===== src/rtl/serial_sub.sv =====
// rtl/serial_sub.sv - bit-serial WIDTH-bit subtractor, LSB first, one bit per clock.
// Optional signed-overflow output ovf when SERIAL_SUB_OVF_EN is defined.
module serial_sub #(
  parameter int WIDTH = 8
) (
  input  logic             clk,
  input  logic             rst_n,
  input  logic             start,
  input  logic [WIDTH-1:0] a,
  input  logic [WIDTH-1:0] b,
  input  logic             bin,
  output logic             busy,
  output logic             done,
  output logic [WIDTH-1:0] diff,
  output logic             bout
`ifdef SERIAL_SUB_OVF_EN
  ,
  output logic             ovf
`endif
);

  localparam int CW = (WIDTH > 1) ? $clog2(WIDTH) : 1;
  localparam logic [CW-1:0] LAST = CW'(WIDTH - 1);

  typedef enum logic [1:0] {IDLE, SHIFT, DONE} state_t;

  state_t           state, state_nx;
  logic [WIDTH-1:0] sa, sb, dreg, dnext;
  logic [CW-1:0]    cnt;
  logic             br, br_nx, d, last;
`ifdef SERIAL_SUB_OVF_EN
  logic             sa_s, sb_s;
`endif

  assign last = (cnt == LAST);
  assign busy = (state == SHIFT);
  assign done = (state == DONE);

  always_ff @(posedge clk or negedge rst_n) begin
    if (!rst_n) state <= IDLE;
    else        state <= state_nx;
  end

  always_comb begin
    state_nx = state;
    case (state)
      IDLE:    if (start) state_nx = SHIFT;
      SHIFT:   if (last)  state_nx = DONE;
      DONE:    state_nx = IDLE;
      default: state_nx = IDLE;
    endcase
  end

  // Full-subtractor slice on the current LSB pair; the new result bit enters at the MSB.
  always_comb begin
    d     = sa[0] ^ sb[0] ^ br;
    br_nx = (~sa[0] & sb[0]) | (~(sa[0] ^ sb[0]) & br);
    dnext = dreg >> 1;
    dnext[WIDTH-1] = d;
  end

  always_ff @(posedge clk or negedge rst_n) begin
    if (!rst_n) begin
      sa   <= '0;
      sb   <= '0;
      dreg <= '0;
      br   <= 1'b0;
      cnt  <= '0;
      diff <= '0;
      bout <= 1'b0;
`ifdef SERIAL_SUB_OVF_EN
      sa_s <= 1'b0;
      sb_s <= 1'b0;
      ovf  <= 1'b0;
`endif
    end else begin
      case (state)
        IDLE: begin
          if (start) begin
            sa  <= a;
            sb  <= b;
            br  <= bin;
            cnt <= '0;
`ifdef SERIAL_SUB_OVF_EN
            sa_s <= a[WIDTH-1];
            sb_s <= b[WIDTH-1];
`endif
          end
        end
        SHIFT: begin
          sa   <= sa >> 1;
          sb   <= sb >> 1;
          br   <= br_nx;
          dreg <= dnext;
          cnt  <= cnt + 1'b1;
          if (last) begin
            diff <= dnext;
            bout <= br_nx;
`ifdef SERIAL_SUB_OVF_EN
            ovf  <= (sa_s != sb_s) && (dnext[WIDTH-1] != sa_s);
`endif
          end
        end
        default: ;
      endcase
    end
  end

endmodule


===== config.mk =====
export PLATFORM = sky130hd
export DESIGN_NAME = serial_sub
export DESIGN_NICKNAME = d
export VERILOG_FILES = /design/src/rtl/serial_sub.sv
export SDC_FILE = /design/constraint.sdc
export NUM_CORES = 1
export LEC_CHECK = 0
export ABC_AREA = 1
export BUFFER_PORTS_ARGS = -buffer_cell sky130_fd_sc_hd__buf_2
export CORE_MARGIN = 5
export CORE_UTILIZATION = 55
export CTS_CLUSTER_DIAMETER = 200
export DETAILED_ROUTE_END_ITERATION = 7
export PLACE_DENSITY = 0.78
export SYNTH_ARGS = -nofsm -noshare
export SYNTH_HDL_FRONTEND = slang
export SYNTH_SLANG_ARGS = --single-unit

===== constraint.sdc =====
create_clock -name clk -period 1.72 [get_ports clk]
set_clock_uncertainty 0.05 [all_clocks]
set_input_delay 0.086 -clock clk [delete_from_list [all_inputs] [get_ports clk]]
set_output_delay 0.086 -clock clk [all_outputs]
set_load 0.03 [all_outputs]

# ---- After elaboration in Yosys (flattened, before gate mapping)
# Index checks and enable logic that the tools add are counted.
dict set report word_totals {
  reg_bits 39
  wordCells 37
}
dict set report op_classes {
  add_sub_neg 1
  eq_ne 5
  n_mux 11
  bitwise_logic 7
  n_reduce_logical 5
}
# operator n
set op_table {}
lappend op_table {{8-bit one-hot mux with 2 select lines} 2}
lappend op_table {{8-bit 2-to-1 mux} 2}
lappend op_table {{3-bit one-hot mux with 2 select lines} 1}
lappend op_table {{2-bit AND reduction} 3}
lappend op_table {{2-bit 2-to-1 mux} 2}
lappend op_table {{2-bit one-hot mux with 2 select lines} 1}
lappend op_table {{3-bit by 1-bit adder with 3-bit output, second input constant} 1}
lappend op_table {{3-bit equality test, second input constant} 1}
lappend op_table {{3-bit 2-to-1 mux} 1}
lappend op_table {{1-bit AND} 2}
lappend op_table {{2-bit by 1-bit equality test with 1-bit output, second input constant} 1}
lappend op_table {{2-bit equality test, second input constant} 1}
lappend op_table {{2-bit logical NOT} 1}
lappend op_table {{2-bit by 1-bit != test with 1-bit output, second input constant} 1}
lappend op_table {{2-bit != test, second input constant} 1}
lappend op_table {{1-bit inverter} 2}
lappend op_table {{1-bit one-hot mux with 2 select lines} 1}
lappend op_table {{2-bit nonzero test} 1}
lappend op_table {{1-bit XOR} 2}
lappend op_table {{1-bit 2-to-1 mux} 1}
lappend op_table {{1-bit OR} 1}

# ---- Depth between registers and ports, before layout
# Gate-level depths: netlist of the first run.
dict set report logic_depth {
  word_depth 5
  ltp_mapped 6
}

# ---- Worst setup path before layout of the first run
# Ideal clock, no wire load.
dict set report synth_path {
  path_type {register to register}
  start {register state[1]}
  end {register diff[4]}
  setup_time_ns 0.118
  arrival_ns 1.117
  required_ns 1.552
  setup_slack_ns 0.435
  stages_incl_launch_ff 6
  path_buffers 1
  cell_sequence {dfrtp_1 > nor2_4 > nand2_4 > buf_6 > nand2_2 > o21ai_2}
}
dict set report synth_between {
  elab_chain_cells 2
}
# element line_no
set synth_lines {}
lappend synth_lines {{start, declared} 27} ;# state_t state, state_nx;
lappend synth_lines {{start signal, assigned} 41} ;# else state <= state_nx;
lappend synth_lines {{2-bit by 1-bit equality test with 1-bit output} -}
lappend synth_lines {{via busy} 12} ;# output logic busy,
lappend synth_lines {{2-bit AND reduction (no line)} -}
lappend synth_lines {{end signal, assigned} 97} ;# diff <= dnext;
lappend synth_lines {{end, declared} 14} ;# output logic [WIDTH-1:0] diff,
# The timed path passes the listed nets, and every way through them passes these cells.
# A chain may end at the register's enable or synchronous reset.

# ---- Final worst setup path of the first run
dict set report layout_path {
  start {register state[0]}
  end {output port busy}
}
dict set report layout_between {
  elab_chain_cells 1
}
# element line_no
set layout_lines {}
lappend layout_lines {{2-bit by 1-bit equality test with 1-bit output} 36} ;# assign busy = (state == SHIFT);
lappend layout_lines {{end, declared} 12}
# Every way passes these cells.

==> reports/metrics.yaml, run 1 <==
power_switching_mw: 1.633
route.detailed.vias_per_inst: 4.616
vias: 1431
grt_most_used_layer: "met2"
firstDrtPassIters: 4
hold_buffers: 12
period_share: 0.9110
critical_path_peak_fanout: 12
grt_max_degree: 39
crit_path_end_kind: "primary output"
die_w_um: 67.85
hpwlAfterDp_um: 2263
met2_usage: 0.3013
cell_int_power_mw: 2.432
power.clock.fraction: 0.191
outcome: "complete, no violations"
finalSetupViolations: 0
ir_drop_v: 0.0009898
rows: 21
fp.dieH_um: 67.85
tns_ns: 0
n_antenna_cell: 0
placed_cells_incl_taps: 290
sequential_element_share_of_the_synthesized_area: 0.5167
synth.lib_cells_used.distinct: 22
cpMaxStageDelayCell: "sky130_fd_sc_hd__dfrtp_1"
hold_violations: 0
p_sw_frac: 0.4018
syn-num-nets: 241
share_of_power_burned_in_combinational_logic: 0.436
seqCellArea_sq_um: 950.9
number_of_antenna_violations_at_the_first_check_in_global_routing: 0
start_kind: "flip-flop"
antenna_left: 0
crit_path_cell_trace: "buf_4 -> inv_2 -> nor2_4 -> buf_2"
cts_max_path_buffers: 2
seq_power_share: 0.373
tritoncts: "yes"
critPathLaunch: "state[0]$_DFFE_PN0P_"
cp_num_buf_inv: 3
leakagePower_nw: 1.258
post_synth_main_area_contributors: "sky130_fd_sc_hd__dfrtp_1 52%, sky130_fd_sc_hd__nand2_1 15%, sky130_fd_sc_hd__nand3_1 7.9%, sky130_fd_sc_hd__inv_1 7.5%, sky130_fd_sc_hd__buf_6 3.1%"
groute.usage.overall: 0.1714
first_pass_grt_wire_length_um: 5927
rsz0062_at_grt: "false"
r2r.worst_path.cells: 6
placed_area_sq_um: 2004
placeable_core_area_sq_um: 3284
class_of_the_tightest_hold_or_removal_check: "in -> reg"
floorplan.initialDensity: 0.5604
synth_area_leader_cell: "sky130_fd_sc_hd__dfrtp_1"
postSynthCellCount: 218
maxSlewViolCount: 0
root_buffer: "sky130_fd_sc_hd__clkbuf_4"
cts_buffers: 5
critPathKind: "reg -> out"
path_depth: 4
relSlewSlack: 0.6928
critical_path.max_stage_delay_ns: 0.36
synth.ff_latch_count: 38
worst_hold_path.num_cells: 5
post_cts.resized_instances: 0
power_density_nw_per_um2: 1818
grt_overflow: 0
regToRegStartpoint: "cnt[0]$_DFFE_PN0P_"
crit_required_ns: 1.58
clk-insertion-delay-late_ns: 0.34
syn_area_per_cell_sq_um: 8.443
multi_input_area_sq_um: 666.9
synthesis.yosys.warnings: 0
ioPinCount: 31
routabilityCongestion: 0.7898
fin_cells: 310
cpLargestDelayFamily: "buffers and inverters"
post_cts.repair.setup_buffers: 0
routed_wirelength_um: 3377
timing.final.crit_period_ns: 1.567
htree_levels: 2
setup_slack_ns: 0.1531
nNetsFinal: 286
fillerInstances: 274
synth_largest_type_area_fraction: 0.5167
first_iter_violations: 49
crit_arrival_ns: 1.43
tightest_slew_ns: 0.4590
layout.cell_area.non_filler_sq_um: 2236
grt.met3_usage: 0.03777
post_route_cells_drive_above_1_share: 0.2197
place_worst_setup_slack_ns: 0.2769
max_freq_mhz: 638.2
hold_start: "a[6]"
layout_commonest_cell: "sky130_fd_sc_hd__nand2_1"
cts_sinks: 38
io_buffer_count: 30
synthesis.area_sq_um: 1841
met1_layer_usage_reported_by_global_route: 0.2076
top_library_cells_by_usage_in_the_layout_fill_and_taps_aside: "73 x sky130_fd_sc_hd__nand2_1, 38 x sky130_fd_sc_hd__dfrtp_1, 37 x sky130_fd_sc_hd__inv_1, 30 x sky130_fd_sc_hd__buf_2, 29 x sky130_fd_sc_hd__nand3_1"
grt_pass1_vias: 1385
drc_errors: 0
area_growth_syn_to_layout_pct: 21.48
clock_pin_slew_reported_for_the_worst_setup_and_hold_paths_after_clock_tree_synthesis_ns: 0.10
overall_die_area_sq_um: 4604
drv.max_cap_violation_count: 0
drt-wirelength-per-cell_um: 10.89
[stage by stage]
stage	utilization	hold slack (ns)	power (mW)
6_report	0.6808	0.003785	4.065
3_3_place_gp	0.6103	0.1014	3.259
5_1_grt	0.6808	0.01258	4.420
2_1_floorplan	-	-0.2596	2.949
3_5_place_dp	0.6103	0.1025	3.310
4_1_cts	0.6808	0.0001930	4.105
[synth_stat cells]
| cell | n |
|---|---|
| sky130_fd_sc_hd__inv_1 | 37 |
| sky130_fd_sc_hd__o21ai_1 | 3 |
| sky130_fd_sc_hd__buf_4 | 1 |
| sky130_fd_sc_hd__ha_1 | 2 |
| sky130_fd_sc_hd__nand4_1 | 1 |
| sky130_fd_sc_hd__nand2_1 | 73 |
| sky130_fd_sc_hd__inv_2 | 1 |
| sky130_fd_sc_hd__o21ai_4 | 1 |
| sky130_fd_sc_hd__buf_6 | 5 |
| sky130_fd_sc_hd__buf_2 | 2 |
| sky130_fd_sc_hd__o21ai_2 | 6 |
| sky130_fd_sc_hd__nand2_4 | 3 |
| sky130_fd_sc_hd__inv_4 | 1 |
| sky130_fd_sc_hd__dfrtp_1 | 38 |
| sky130_fd_sc_hd__fa_1 | 1 |
| sky130_fd_sc_hd__nand3_1 | 29 |
| sky130_fd_sc_hd__nand2_2 | 2 |
| sky130_fd_sc_hd__a21oi_2 | 1 |
| sky130_fd_sc_hd__nor2_1 | 3 |
| sky130_fd_sc_hd__a21oi_1 | 1 |
| sky130_fd_sc_hd__o21ai_0 | 6 |
| sky130_fd_sc_hd__nor2_4 | 1 |
[registers in the layout (all words and copies together) (netlist names)]
register and cells:
sb 8, br 1, state 2, dreg 7
cnt 3, sa 8, bout 1, diff 8
[power groups by stage]
stage / registers [mW] / clock network, mW / logic [mW]
3_3_place_gp: 1.53 / 0 / 1.73
5_1_grt: 1.57 / 0.825 / 2.03
6_report: 1.52 / 0.775 / 1.77
2_1_floorplan: 1.67 / 0 / 1.28
4_1_cts: 1.52 / 0.786 / 1.80
3_5_place_dp: 1.54 / 0 / 1.77
[final timing paths]
check / slack [ns] / end
worst max-delay path: 0.15 / busy
worst min register to register: 0.43 / diff[0]$_DFFE_PN0P_
max in group asynchronous: 1.04 / cnt[0]$_DFFE_PN0P_
worst max register to register: 0.28 / diff[5]$_DFFE_PN0P_
min in group asynchronous: 0.25 / br$_DFFE_PN0P_
worst min-delay path: 0.004 / sa[6]$_DFFE_PN0P_
[worst min-delay path, delay by kind of cell]
family	cells	cell delay (ns)
simple gates	3	0.17
buf+inv	2	0.10
[logic make-up (layout without fill, tap and decap cells)]
logic type,count (synthesis),in the layout,share of synthesized area
AO/OA/AOI/OAI,18,18,0.06934
adder cells (fa/ha/maj),3,3,0.02447
buffers and inverters,47,93,0.1210
flip-flops,38,38,0.5167
AND/OR/NAND/NOR,112,112,0.2685
[layout make-up]
cell class	count	share of cell area
Sequential cell	38	0.4253
Multi-Input combinational cell	133	0.2983
Timing Repair Buffer	46	0.1343
Inverter	39	0.06659
Clock inverter	2	0.02686
Tap cell	46	0.02574
Clock buffer	6	0.02294
[per-layer routing]
metal | up-vias | wire length [um]
met5 | - | 0
met4 | 0 | 46
met3 | 6 | 132
met2 | 28 | 1607
met1 | 644 | 1590
li1 | 753 | -
Power figures use the tool's default switching activity.
==> run 2, diff against run 1 <==
--- a/config.mk
+++ b/config.mk
@@ -8,10 +8,10 @@
 export ABC_AREA = 1
 export BUFFER_PORTS_ARGS = -buffer_cell sky130_fd_sc_hd__buf_2
 export CORE_MARGIN = 5
-export CORE_UTILIZATION = 55
+export CORE_UTILIZATION = 56
 export CTS_CLUSTER_DIAMETER = 200
 export DETAILED_ROUTE_END_ITERATION = 7
-export PLACE_DENSITY = 0.78
+export PLACE_DENSITY = 0.79
 export SYNTH_ARGS = -nofsm -noshare
 export SYNTH_HDL_FRONTEND = slang
 export SYNTH_SLANG_ARGS = --single-unit
==> constraint.sdc (replaced) <==
create_clock -name clk -period 1.9 [get_ports clk]
set_clock_uncertainty 0.05 [all_clocks]
set_input_delay 0.095 -clock clk [delete_from_list [all_inputs] [get_ports clk]]
set_output_delay 0.095 -clock clk [all_outputs]
set_load 0.03 [all_outputs]
==> run 2 against run 1 <==
Against the previous run: cell area down 5.8%; utilization decreased by 0.21 points; power fell by 17%; worst hold slack about the same; first-iteration DRC count up 59%; setup slack gained 0.19 ns; critical path depth is 1 lower; die area shrank 1.5%; flip-flop and latch count unchanged; highest routed layer unchanged; critical path type unchanged; sequential share of layout area is 2.6 points higher.
==> reports/metrics.yaml, run 2 (synthesis gave the netlist of run 1 again) <==
n_antenna_cell: 0  # unchanged
overall_die_area_sq_um: 4533  # -1.5%
maxSlewViolCount: 0  # unchanged
nNetsFinal: 278  # -2.8%
crit_required_ns: 1.75  # +0.17 ns
finalSetupViolations: 0  # unchanged
max_freq_mhz: 644.1
place_worst_setup_slack_ns: 0.4435  # +0.1666 ns
relSlewSlack: 0.4585  # -0.2343
drv.max_cap_violation_count: 0  # unchanged
groute.usage.overall: 0.1786  # +0.007208
post_cts.repair.setup_buffers: 0  # unchanged
hold_violations: 0  # unchanged
grt_overflow: 0  # unchanged
layout.cell_area.non_filler_sq_um: 2106  # -5.8%
power_density_nw_per_um2: 1607  # -12%
period_share: 0.8171
floorplan.initialDensity: 0.5931  # +0.03276
htree_levels: 2  # unchanged
class_of_the_tightest_hold_or_removal_check: "in -> reg"
clk-insertion-delay-late_ns: 0.35  # about the same
die_w_um: 67.33  # -0.77%
rows: 20  # -4.8%
regToRegStartpoint: "state[0]$_DFFE_PN0P_"
hpwlAfterDp_um: 2354  # +4.0%
final_core_utilization: 0.6786  # -0.002133
cts_buffers: 5  # unchanged
grt_pass1_vias: 1433  # +3.5%
crit_path_end_kind: "primary output"
vias: 1441  # +0.70%
antenna_left: 0  # unchanged
fp.dieH_um: 67.33  # -0.77%
hold_worst_slack_ns: 0.003759  # -0.00002570 ns
grt_max_degree: 39  # unchanged
cts_sinks: 38  # unchanged
critPathKind: "reg -> out"
ioPinCount: 31  # unchanged
largest_registers: "diff (8), sa (8), sb (8)"
placed_area_sq_um: 1987  # -0.87%
first_iter_violations: 78  # +59%
outcome: "complete, no violations"
hold_start: "b[4]"
routabilityCongestion: 0.7582  # -4.0%
root_buffer: "sky130_fd_sc_hd__clkbuf_4"
fillerInstances: 279  # +1.8%
first_pass_grt_wire_length_um: 6120  # +3.3%
firstDrtPassIters: 4  # unchanged
top_library_cells_by_usage_in_the_layout_fill_and_taps_aside: "73 x sky130_fd_sc_hd__nand2_1, 38 x sky130_fd_sc_hd__dfrtp_1, 37 x sky130_fd_sc_hd__inv_1, 30 x sky130_fd_sc_hd__buf_2, 29 x sky130_fd_sc_hd__nand3_1"
post_route_cells_drive_above_1_share: 0.2188  # -0.0009470
leakagePower_nw: 1.196  # -4.9%
post_cts.resized_instances: 0  # unchanged
number_of_antenna_violations_at_the_first_check_in_global_routing: 0  # unchanged
drc_errors: 0  # unchanged
start_kind: "flip-flop"
critPathLaunch: "state[0]$_DFFE_PN0P_"
layout_commonest_cell: "sky130_fd_sc_hd__nand2_1"
setup_slack_ns: 0.3475  # +0.1944 ns
tns_ns: 0  # unchanged
rsz0062_at_grt: "false"
clock_pin_slew_reported_for_the_worst_setup_and_hold_paths_after_clock_tree_synthesis_ns: 0.11  # about the same
critical_path_peak_fanout: 10  # -2
area_growth_syn_to_layout_pct: 14.41
cts_max_path_buffers: 2  # unchanged
io_buffer_count: 30  # unchanged
tritoncts: "yes"
route.detailed.vias_per_inst: 4.803  # +4.1%
crit_arrival_ns: 1.41  # -0.02 ns
timing.final.crit_period_ns: 1.552
drt-wirelength-per-cell_um: 11.61  # +6.6%
tightest_slew_ns: 0.8123  # +0.3532 ns
ir_drop_v: 0.0008305  # -16%
placeable_core_area_sq_um: 3103  # -5.5%
routed_wirelength_um: 3483  # +3.1%
## run 2: cell types whose count changed in the layout (fill, tap and decap cells not counted), sizes merged
cell,before,now
dlygate4sd3,12,6
buf,34,32
bufinv,2,0
clkinv,0,2
clkbuf,6,5
clkinvlp,0,1
## run 2: critical path: stages, from the launching register on
cell and delay (ns):
sky130_fd_sc_hd__dfrtp_1 0.49, sky130_fd_sc_hd__inv_2 0.08, sky130_fd_sc_hd__nor2_4 0.23, sky130_fd_sc_hd__buf_2 0.25
## run 2: power breakdown
| group | total (mW) | switching, mW | internal (mW) | leakage [nW] |
|---|---|---|---|---|
| clock network | 0.419 | 0.276 | 0.144 | 0.0312 |
| logic | 1.58 | 1.02 | 0.558 | 0.695 |
| registers | 1.38 | 0.205 | 1.18 | 0.470 |
## run 2: per-stage QoR
step / power [mW] / cells
CTS: 3.417 / 300
global route: 3.718 / 300
global placement: 2.921 / 286
floorplan: 2.670 / 218
detailed placement: 2.985 / 286
finish: 3.383 / 300
## run 2: cell type report
cell class	instances	area, sq um	area share
timing repair buffer	38	225.2	0.1070
tap	44	55.05	0.02614
multi-input combinational	133	666.9	0.3167
sequential	38	950.9	0.4516
clock buffer	5	37.54	0.01783
clock inverter	3	21.27	0.01010
inverter	39	148.9	0.07071
## run 2: path summary, 6_finish.rpt
path,cells past startpoint,end,slack [ns]
max,3,busy,0.35
min,5,sb[4]$_DFFE_PN0P_,0.004
max reg2reg,4,sb[6]$_DFFE_PN0P_,0.44
min reg2reg,2,diff[0]$_DFFE_PN0P_,0.43
max in group asynchronous,2,sa[3]$_DFFE_PN0P_,0.98
min in group asynchronous,2,diff[5]$_DFFE_PN0P_,0.31
## run 2: per-layer routing
metal	part of all wire	vias to the layer above	GRT usage
li1	-	740	-
met1	0.44	670	0.2245
met2	0.51	25	0.3055
met3	0.039	6	0.03661
met4	0.011	0	0.06076
met5	0	-	0
## run 2: repair_timing
item / in CTS / in global routing
endpoints found under the hold margin: 43 / 0
setup endpoints to repair: 0 / 0
hold buffers: 6 / 0
==> run 3, diff against run 2 <==
==> config.mk (replaced) <==
export PLATFORM = sky130hd
export DESIGN_NAME = serial_sub
export DESIGN_NICKNAME = d
export VERILOG_FILES = /design/src/rtl/serial_sub.sv
export SDC_FILE = /design/constraint.sdc
export NUM_CORES = 1
export LEC_CHECK = 0
export ABC_AREA = 0
export BUFFER_PORTS_ARGS = -buffer_cell sky130_fd_sc_hd__buf_2
export CORE_MARGIN = 5
export CORE_UTILIZATION = 55
export CTS_CLUSTER_DIAMETER = 200
export DETAILED_ROUTE_END_ITERATION = 7
export PLACE_DENSITY = 0.78
export SYNTH_ARGS = -nofsm -noshare
export SYNTH_HDL_FRONTEND = slang
export SYNTH_SLANG_ARGS = --single-unit
==> constraint.sdc (replaced) <==
create_clock -name clk -period 1.55 [get_ports clk]
set_clock_uncertainty 0.05 [all_clocks]
set_input_delay 0.0775 -clock clk [delete_from_list [all_inputs] [get_ports clk]]
set_output_delay 0.0775 -clock clk [all_outputs]
set_load 0.03 [all_outputs]
==> run 3 against run 2 <==
Against the previous run: utilization is 1.3 points higher; combinational power grew 25%; cell area is 2.0% higher; first-iteration DRC count increased by 7.7%.
==> reports/metrics.yaml, run 3 <==
reg2reg_to: "diff[1]$_DFFE_PN0P_"
number_of_enable_flip_flop_cells_after_synthesis: 0  # unchanged
placeable_core_area_sq_um: 3103  # unchanged
reg2reg_slack_ns: 0.03  # -0.41 ns
outcome: "complete, no violations"
synth_area_leader_cell: "sky130_fd_sc_hd__dfrtp_1"
max_freq_mhz: 655.8
fillerInstances: 247  # -11%
number_of_antenna_violations_at_the_first_check_in_global_routing: 0  # unchanged
htree_levels: 2  # unchanged
routed_wirelength_um: 3671  # +5.4%
synth.ff_latch_count: 38  # unchanged
nNetsFinal: 204  # -27%
critPathKind: "reg -> reg"
power_density_nw_per_um2: 1999  # +24%
rsz0062_at_grt: "true"
hpwlAfterDp_um: 2567  # +9.1%
dominantRegCellSynth: "sky130_fd_sc_hd__dfrtp_1"
hold_start: "a[6]"
relSlewSlack: 0.6822  # +0.2237
cts_buffers: 5  # unchanged
cts_sinks: 38  # unchanged
antenna_left: 0  # unchanged
die_w_um: 67.18  # -0.23%
sequential_element_share_of_the_synthesized_area: 0.5289  # +0.01222
hold_worst_slack_ns: 0.03168  # +0.02792 ns
layout_commonest_cell: "sky130_fd_sc_hd__dfrtp_1"
grt_max_degree: 26  # -33%
post_route_cells_drive_above_1_share: 0.4011  # +0.1823
ioPinCount: 31  # unchanged
fp.dieH_um: 67.18  # -0.23%
tritoncts: "yes"
overall_die_area_sq_um: 4512  # -0.46%
route.detailed.vias_per_inst: 5.615  # +17%
totalPowerFinal_mw: 4.293  # +27%
synthesis.area_sq_um: 1798  # -2.3%
setup_slack_ns: 0.02510  # -0.3224 ns
syn-num-nets: 168  # -30%
period_share: 0.9838
drt-wirelength-per-cell_um: 16.24  # +40%
synth_top_family_by_area: "simple AND/OR/NAND/NOR gates"
floorplan.initialDensity: 0.5794  # -0.01371
synth.cells.most_frequent: "38 x sky130_fd_sc_hd__dfrtp_1, 15 x sky130_fd_sc_hd__inv_1, 15 x sky130_fd_sc_hd__mux2_2"
hold_violations: 0  # unchanged
synth-adder-area-share: 0.02505  # +0.0005790
ir_drop_v: 0.001187  # +43%
largest_registers: "diff (8), sa (8), sb (8)"
maxSlewViolCount: 0  # unchanged
post_synth_main_area_contributors: "sky130_fd_sc_hd__dfrtp_1 53%, sky130_fd_sc_hd__mux2_2 9.4%, sky130_fd_sc_hd__nor4b_1 6.3%, sky130_fd_sc_hd__nor3b_1 5.8%, sky130_fd_sc_hd__a211oi_1 5.0%"
tightest_slew_ns: 0.4767  # -0.3355 ns
yosys.cell_count.top_type: "sky130_fd_sc_hd__dfrtp_1"
r2r.worst_path.cells: 5  # +1
synth_largest_type_area_fraction: 0.5289  # +0.01222
finalSetupViolations: 0  # unchanged
vias: 1269  # -12%
class_of_the_tightest_hold_or_removal_check: "in -> reg"
firstDrtPassIters: 4  # unchanged
post_synth_xor_area_fraction: 0  # unchanged
crit_arrival_ns: 1.71  # +0.30 ns
io_buffer_count: 30  # unchanged
area_growth_syn_to_layout_pct: 19.42
clock_pin_slew_reported_for_the_worst_setup_and_hold_paths_after_clock_tree_synthesis_ns: 0.12  # about the same
synth.lib_cells_used.distinct: 26  # +18%
syn_area_per_cell_sq_um: 12.40  # +47%
rows: 20  # unchanged
drv.max_cap_violation_count: 0  # unchanged
place_worst_setup_slack_ns: 0.001498  # -0.4420 ns
n_antenna_cell: 0  # unchanged
postSynthCellCount: 145  # -33%
first_pass_grt_wire_length_um: 6299  # +2.9%
regToRegStartpoint: "cnt[0]$_DFFE_PN0P_"
crit_required_ns: 1.74  # about the same
timing.final.crit_period_ns: 1.525
critical_path_peak_fanout: 10  # unchanged
groute.usage.overall: 0.1911  # +0.01251
crit_path_end: "diff[1]$_DFFE_PN0P_"
cts_max_path_buffers: 2  # unchanged
clk-insertion-delay-late_ns: 0.34  # about the same
top_library_cells_by_usage_in_the_layout_fill_and_taps_aside: "37 x sky130_fd_sc_hd__dfrtp_1, 28 x sky130_fd_sc_hd__buf_2, 15 x sky130_fd_sc_hd__inv_1, 14 x sky130_fd_sc_hd__mux2_2, 14 x sky130_fd_sc_hd__nor3b_1"
placed_area_sq_um: 2024  # +1.9%
yosys.area_share.simple: 0.1621  # -0.1064
layout.cell_area.non_filler_sq_um: 2147  # +2.0%
root_buffer: "sky130_fd_sc_hd__clkbuf_4"
start_kind: "flip-flop"
grt_pass1_vias: 1344  # -6.2%
leakagePower_nw: 0.9935  # -17%
async_flop_share: 1.000  # unchanged
routabilityCongestion: 0.7028  # -7.3%
crit_path_end_kind: "flip-flop"
first_iter_violations: 84  # +7.7%
synth_compound_area_frac: 0.1058  # +0.03644
synthesis.yosys.warnings: 0  # unchanged
critPathLaunch: "cnt[0]$_DFFE_PN0P_"
tns_ns: 0  # unchanged
multiplexer_share_of_the_synthesized_area: 0.1051  # +0.1051
drc_errors: 0  # unchanged
grt_overflow: 0  # unchanged
## run 3: cell types whose count changed after synthesis, sizes merged, moves of 12 or more
cell,previous run,this run
a211oi,0,12
inv,39,16
mux2,0,15
nand2,78,0
nand3,29,0
nor3b,0,14
nor4b,0,13
o21ai,16,0
## run 3: cell families after synthesis
family / Yosys count
and+or+nand+nor: 36
DFF: 38
adders and majority gates: 3
muxes: 17
buffers and inverters: 29
AOI/OAI and AO/OA: 22
## run 3: area by class of cell
| type | count | area [sq um] | area share |
|---|---|---|---|
| tap | 44 | 55.05 | 0.02564 |
| inverter | 16 | 62.56 | 0.02914 |
| clock inverter | 2 | 12.51 | 0.005828 |
| clock buffer | 6 | 51.30 | 0.02389 |
| sequential | 38 | 952.2 | 0.4435 |
| multi-input combinational | 78 | 737.0 | 0.3432 |
| timing repair buffer | 42 | 276.5 | 0.1288 |
## run 3: timing repair
item | in CTS | in global routing
setup endpoints to repair | 9 | 11
hold buffers | 1 | 0
hold endpoints to repair | 38 | 0
gates resized for setup | 3 | 8
buffers inserted | 2 | 0
## run 3: how the worst min path moves through the flow
stage	end	slack, ns	cells after the start
floorplan	bout$_DFFE_PN0P_	-0.27	0
global placement	diff[2]$_DFFE_PN0P_	0.003	1
detailed placement	diff[3]$_DFFE_PN0P_	0.01	1
CTS	sa[6]$_DFFE_PN0P_	0.02	3
global route	sb[0]$_DFFE_PN0P_	0.01	3
finish	sa[6]$_DFFE_PN0P_	0.03	3
## run 3: stage by stage
step / utilization / std cells
4_1_cts: 0.6835 / 226
2_1_floorplan: - / 145
5_1_grt: 0.6919 / 226
3_5_place_dp: 0.6524 / 215
6_report: 0.6919 / 226
3_3_place_gp: 0.6524 / 215
## run 3: power by group
group / internal [mW] / total [mW] / leakage (nW) / switching (mW)
logic: 0.947 / 1.97 / 0.514 / 1.02
clock network: 0.218 / 0.547 / 0.0343 / 0.329
registers: 1.48 / 1.78 / 0.445 / 0.300
## run 3: metal layers
metal | vias to the layer above | global-route usage | part of all wire
met5 | - | 0 | 0
met4 | 0 | 0.06329 | 0.021
met3 | 9 | 0.05990 | 0.059
met2 | 41 | 0.3190 | 0.51
met1 | 621 | 0.2350 | 0.41
li1 | 598 | - | -
## run 3: worst max-delay path: stages, from the launching register on
cell                       delay [ns]
sky130_fd_sc_hd__dfrtp_1         0.40
sky130_fd_sc_hd__ha_2            0.20
sky130_fd_sc_hd__ha_4            0.16
sky130_fd_sc_hd__nand3b_1        0.13
sky130_fd_sc_hd__buf_12          0.15
sky130_fd_sc_hd__mux2_2          0.34
